<file path="config.mk">
export PLATFORM = sky130hd
export DESIGN_NAME = fft_stage_sched_flat
export DESIGN_NICKNAME = d
export VERILOG_FILES = /design/src/rtl/fft_stage_sched_if.sv /design/src/rtl/fft_stage_sched.sv /design/src/flat_wrapper.sv
export SDC_FILE = /design/constraint.sdc
export NUM_CORES = 1
export LEC_CHECK = 0
export CAP_MARGIN = 20
export CORE_MARGIN = 3
export CORE_UTILIZATION = 49
export CTS_BUF_LIST = sky130_fd_sc_hd__clkbuf_8 sky130_fd_sc_hd__clkbuf_16
export DETAILED_ROUTE_END_ITERATION = 16
export GPL_ROUTABILITY_DRIVEN = 0
export GPL_TIMING_DRIVEN = 1
export PLACE_DENSITY_LB_ADDON = 0.3
export SETUP_SLACK_MARGIN = 0.15
export SLEW_MARGIN = 5
export SYNTH_ARGS = -nofsm -noshare
export SYNTH_HDL_FRONTEND = slang
export SYNTH_SLANG_ARGS = --single-unit
</file>
<file path="constraint.sdc">
create_clock -name clk -period 2.7 [get_ports clk]
set_clock_uncertainty 0.15 [all_clocks]
set_input_delay 0.54 -clock clk [delete_from_list [all_inputs] [get_ports clk]]
set_output_delay 0.54 -clock clk [all_outputs]
set_load 0.05 [all_outputs]
</file>
<file path="src/rtl/fft_stage_sched_if.sv">
// Control/status bundle between the upstream frame source and the
// FFT stage window scheduler.
interface fft_stage_sched_if #(
    parameter int NUM_STAGES = 3,
    parameter int BW         = 5
);
    logic                       in_valid;
    logic                       flush;
    logic                       clr_err;
    logic [NUM_STAGES-1:0]      stage_en;
    logic [NUM_STAGES*BW-1:0]   stage_beat;
    logic                       frame_done;
    logic [15:0]                frame_cnt;
    logic                       busy;
    logic                       overrun;

    // Upstream side: drives frame valid and control, observes status.
    modport master (
        output in_valid, flush, clr_err,
        input  stage_en, stage_beat, frame_done, frame_cnt, busy, overrun
    );

    // Scheduler side.
    modport slave (
        input  in_valid, flush, clr_err,
        output stage_en, stage_beat, frame_done, frame_cnt, busy, overrun
    );
endinterface

</file>
<file path="src/rtl/fft_stage_sched.sv">
// Window scheduler for the streaming FFT stage chain: one BEATS-cycle enable
// window per stage, staggered by STAGE_LAT cycles, with a beat index for
// twiddle addressing, frame completion counting, overrun and flush handling.
module fft_stage_sched #(
    parameter int BEATS      = 32,
    parameter int NUM_STAGES = 3,
    parameter int STAGE_LAT  = 4,
    parameter int BW         = $clog2(BEATS)
) (
    input  logic              clk,
    input  logic              rstn,
    fft_stage_sched_if.slave  bus
);
    localparam logic [BW-1:0] LAST_BEAT = BW'(BEATS - 1);

    // Per-stage window state.
    logic [NUM_STAGES-1:0]              active_reg;
    logic [NUM_STAGES-1:0]              active_next;
    logic [NUM_STAGES-1:0][BW-1:0]      beat_reg;
    logic [NUM_STAGES-1:0][BW-1:0]      beat_next;
    logic [NUM_STAGES-1:0]              at_last;
    logic [NUM_STAGES-1:0]              start;

    // Delay line gi carries stage gi's start pulse to stage gi+1. The entry
    // for the last stage has no successor and stays zero.
    logic [NUM_STAGES-1:0][STAGE_LAT-1:0] dly_reg;
    logic [NUM_STAGES-1:0][STAGE_LAT-1:0] dly_next;

    logic        in_valid_prev_reg;
    logic        overrun_reg;
    logic        frame_done_reg;
    logic [15:0] frame_cnt_reg;
    logic        busy_reg;

    logic        overrun_set;
    logic        frame_done_next;
    logic        busy_next;

    genvar gi;
    generate
        for (gi = 0; gi < NUM_STAGES; gi++) begin : g_stage
            assign at_last[gi] = active_reg[gi] && (beat_reg[gi] == LAST_BEAT);

            // Stage 0 accepts a frame when idle or on its last beat (gapless
            // back-to-back); later stages start off the delayed pulse.
            if (gi == 0) begin : g_first
                assign start[gi] = bus.in_valid && (!active_reg[gi] || at_last[gi]);
            end else begin : g_later
                assign start[gi] = dly_reg[gi-1][STAGE_LAT-1];
            end

            assign active_next[gi] = start[gi] || (active_reg[gi] && !at_last[gi]);
            assign beat_next[gi]   = start[gi] ? '0 :
                                     (active_reg[gi] && !at_last[gi]) ? beat_reg[gi] + BW'(1) :
                                     '0;

            if (gi < NUM_STAGES - 1) begin : g_dly
                if (STAGE_LAT == 1) begin : g_one
                    assign dly_next[gi] = start[gi];
                end else begin : g_many
                    assign dly_next[gi] = {dly_reg[gi][STAGE_LAT-2:0], start[gi]};
                end
            end else begin : g_nodly
                assign dly_next[gi] = '0;
            end
        end
    endgenerate

    // Overrun: a fresh frame edge arriving mid-window on stage 0.
    assign overrun_set     = bus.in_valid && !in_valid_prev_reg &&
                             active_reg[0] && !at_last[0];
    assign frame_done_next = at_last[NUM_STAGES-1];
    assign busy_next       = (|active_next) || (|dly_next);

    // State register: reset, flush abort, then normal window sequencing.
    always_ff @(posedge clk) begin
        if (!rstn) begin
            active_reg        <= '0;
            beat_reg          <= '0;
            dly_reg           <= '0;
            in_valid_prev_reg <= 1'b0;
            overrun_reg       <= 1'b0;
            frame_done_reg    <= 1'b0;
            frame_cnt_reg     <= '0;
            busy_reg          <= 1'b0;
        end else begin
            in_valid_prev_reg <= bus.in_valid;
            // Set wins over clear when both happen together.
            overrun_reg       <= overrun_set || (overrun_reg && !bus.clr_err);
            if (bus.flush) begin
                active_reg     <= '0;
                beat_reg       <= '0;
                dly_reg        <= '0;
                frame_done_reg <= 1'b0;
                busy_reg       <= 1'b0;
            end else begin
                active_reg     <= active_next;
                beat_reg       <= beat_next;
                dly_reg        <= dly_next;
                frame_done_reg <= frame_done_next;
                frame_cnt_reg  <= frame_cnt_reg + 16'(frame_done_next);
                busy_reg       <= busy_next;
            end
        end
    end

    assign bus.stage_en   = active_reg;
    assign bus.stage_beat = beat_reg;
    assign bus.frame_done = frame_done_reg;
    assign bus.frame_cnt  = frame_cnt_reg;
    assign bus.busy       = busy_reg;
    assign bus.overrun    = overrun_reg;
endmodule

</file>
<file path="src/flat_wrapper.sv">
// flat-port wrapper written by rule: the top's interface ports become plain ports
module fft_stage_sched_flat 
#(
    parameter int BEATS      = 32,
    parameter int NUM_STAGES = 3,
    parameter int STAGE_LAT  = 4,
    parameter int BW         = $clog2(BEATS)
)
  (clk, rstn, bus_in_valid, bus_flush, bus_clr_err, bus_stage_en, bus_stage_beat, bus_frame_done, bus_frame_cnt, bus_busy, bus_overrun);
  fft_stage_sched_if #(.NUM_STAGES(NUM_STAGES), .BW(BW)) bus_i ();
  input  logic clk;
  input  logic rstn;
  input wire logic [$bits(bus_i.in_valid)-1:0] bus_in_valid;
  input wire logic [$bits(bus_i.flush)-1:0] bus_flush;
  input wire logic [$bits(bus_i.clr_err)-1:0] bus_clr_err;
  output wire logic [$bits(bus_i.stage_en)-1:0] bus_stage_en;
  output wire logic [$bits(bus_i.stage_beat)-1:0] bus_stage_beat;
  output wire logic [$bits(bus_i.frame_done)-1:0] bus_frame_done;
  output wire logic [$bits(bus_i.frame_cnt)-1:0] bus_frame_cnt;
  output wire logic [$bits(bus_i.busy)-1:0] bus_busy;
  output wire logic [$bits(bus_i.overrun)-1:0] bus_overrun;
  assign bus_i.in_valid = bus_in_valid;
  assign bus_i.flush = bus_flush;
  assign bus_i.clr_err = bus_clr_err;
  assign bus_stage_en = bus_i.stage_en;
  assign bus_stage_beat = bus_i.stage_beat;
  assign bus_frame_done = bus_i.frame_done;
  assign bus_frame_cnt = bus_i.frame_cnt;
  assign bus_busy = bus_i.busy;
  assign bus_overrun = bus_i.overrun;
  fft_stage_sched #(.BEATS(BEATS), .NUM_STAGES(NUM_STAGES), .STAGE_LAT(STAGE_LAT), .BW(BW)) u_core (.clk(clk), .rstn(rstn), .bus(bus_i));
endmodule
</file>
==> results.json <==
{
  "outcome": "completed",
  "worst-r2r-cell-count": 10,
  "fp.dieW_um": 67.7,
  "synthTopCellsByArea": "dfxtp_1 49%, and2_1 7.0%, ha_1 5.4%, xnor2_1 3.8%, xor2_1 3.3%",
  "synth_area_sq_um": 1860,
  "r2r_setup_slack_ns": 0.39,
  "cp-end-kind": "register",
  "first_pass_iters": 4,
  "worst_pin_slew_ns": 0.519,
  "ir_worst_vdd_uv": 306,
  "hold_viol": 0,
  "yosysSeqAreaShare_pct": 49.4,
  "fin_crit_sh_pct": 85.7,
  "crit_required_ns": 2.74,
  "htreeDepth": 2,
  "wl_um": 3730,
  "clock.fmax_mhz": 432,
  "startpoint": "u_core.bus.stage_beat[10]",
  "avgSynthCellArea_sq_um": 10.2,
  "fin_crit_ns": 2.31,
  "hold_class": "reg -> reg",
  "synth_flop_cell": "dfxtp_1",
  "slew_headroom_pct": 65.3,
  "syn_nets": 195,
  "synth_top_area_share_pct": 49.4,
  "synth-async-reset-ratio_pct": 0,
  "drive_above_1_share_pct": 8.33,
  "clock_latency_ns": 0.30,
  "clockBufferDepth": 2,
  "ys_ff_latch": 46,
  "vias": 1372,
  "regArea_sq_um": 923,
  "crit_path_max_fanout": 5,
  "drv_slew": 0,
  "area_delta_synth_final_pct": 30.6,
  "ctsHoldBuffers": 0,
  "ant_nets": 0,
  "placed_cells": 266,
  "track_usage_pct": 18.6,
  "worstHoldEndpoint": "u_core.bus.stage_beat[10]",
  "largest_register_ffs": 16,
  "num_antenna_cells": 0,
  "worstSetupStartpointType": "register",
  "setup_viol": 0,
  "path_clk_slew_ns": 0.09,
  "cts_buffers": 5,
  "postLayoutCoreUtil_pct": 69.7,
  "synthDistinctLibCells": 33,
  "max_cap_violations": 0,
  "antenna_found_initial": 0,
  "hold-path-cell-count": 1,
  "cts_tree": "yes",
  "grt_remaining_overflow": 0,
  "clock_sinks": 46,
  "r2r-end": "u_core.bus.frame_cnt[12]",
  "cp.arrival_ns": 2.35,
  "cts_resized": 0,
  "rsz0062_at_grt": "false",
  "power_density_nw_per_um2": 503,
  "crit_type": "reg -> reg",
  "rows": 21,
  "multiInputGateArea_sq_um": 918,
  "num-nets-final": 240,
  "avgViaCountPerCell": 5.01,
  "post_cts.repair.setup_buffers": 0,
  "yosysMostFrequentCell": "dfxtp_1",
  "die_h_um": 67.7,
  "io_pins": 42,
  "grt_pass1_vias": 1410,
  "drtIter0Drc": 44,
  "r2r-start": "u_core.bus.stage_beat[10]",
  "synth_cells": 182,
  "p_leak_nw": 1.01,
  "core_sq_um": 3490,
  "drc": 0,
  "hold_start": "u_core.bus.stage_beat[10]",
  "fill_cells": 285,
  "wl_per_cell_um": 13.6,
  "final.setup.tns_ns": 0,
  "place.detailed.hpwl_um": 2880,
  "initial_core_util_pct": 53.3,
  "synth_commonest_cells": "46 x dfxtp_1, 21 x and2_1, 14 x nor2_1",
  "cts_root_buffer": "clkbuf_8",
  "final_cell_count_no_fill": 274,
  "synth_top_area_cell": "dfxtp_1",
  "portBuffers": 41,
  "dieArea_sq_um": 4580,
  "synth_edf_count": 0,
  "grt_max_degree": 19,
  "yosysWarnings": 0,
  "hold_ws_ns": 0.298,
  "grt_pass1_wl_um": 6420
}
[critical path, stage by stage, from the launching register on]
cell	delay (ns)
dfxtp_2	0.37
ha_1	0.18
and3_1	0.17
ha_1	0.15
and2_1	0.14
ha_1	0.22
ha_4	0.18
inv_1	0.09
nor4_2	0.30
xor2_1	0.09
and2_1	0.16
[power breakdown]
group / internal, W / switching (W) / leakage [nW]
Combinational: 0.0000181 / 0.0000243 / 0.586
Clock: 0.000272 / 0.000226 / 0.0556
Sequential: 0.000682 / 0.00000175 / 0.372
[per-layer routing]
layer	vias up	GRT usage (%)	wire length (um)
li1	698	-	-
met5	-	0	0
met1	633	23.7	1690
met2	35	29.6	1820
met3	6	4.66	174
met4	0	7.85	49
[final cells by class]
class	count	area share [%]
clock buffer	5	2.83
clock inverter	3	1.70
inverter	2	0.308
multi-input combinational	130	37.7
sequential	46	37.9
tap	46	2.36
timing repair buffer	42	17.2
[how the worst max path moves through the flow]
stage                          endpoint  slack [ns]  cells after the start
6_report       u_core.bus.frame_cnt[12]        0.39                     10
5_1_grt        u_core.bus.frame_cnt[12]        0.18                     10
4_1_cts        u_core.bus.frame_cnt[12]        0.29                     10
3_5_place_dp   u_core.bus.frame_cnt[12]        0.32                     10
3_3_place_gp   u_core.bus.frame_cnt[12]        0.43                     10
2_1_floorplan  u_core.bus.frame_cnt[12]        0.28                      9
[logic make-up after synthesis]
family | after synthesis | share of synthesized area, %
compound gates | 5 | 1.61
simple gates | 96 | 31.3
flops | 46 | 49.4
fa+ha+maj | 8 | 5.37
buf+inv | 6 | 2.01
xor+xnor | 15 | 7.05
mux | 6 | 3.22
[cells in the final DEF, fill, tap and decap left out, types with 2 or more instances in the layout]
cell type / instances
dfxtp_2: 2
nand3_1: 11
a21boi_0: 2
a21oi_1: 2
mux2i_1: 6
clkdlybuf4s50_1: 41
nand2_1: 8
or3_4: 2
nand4_1: 2
xor2_1: 7
nor2b_1: 7
and3_1: 5
dfxtp_1: 44
inv_1: 3
ha_1: 7
nor2_1: 14
nand2b_1: 7
xnor2_1: 8
clkbuf_8: 5
and2_1: 21
nor3_1: 7
[per-stage QoR]
step | instance area (sq um) | total power [W] | worst slack, ns
after CTS | 2420 | 0.00123 | 0.288
after global routing | 2430 | 0.00126 | 0.183
after detailed placement | 2310 | 0.000742 | 0.319
after global placement | 2310 | 0.000741 | 0.427
after floorplan | 1870 | 0.000728 | 0.282
final | 2430 | 0.00122 | 0.387
No activity file was read; power rests on OpenSTA's default activity.
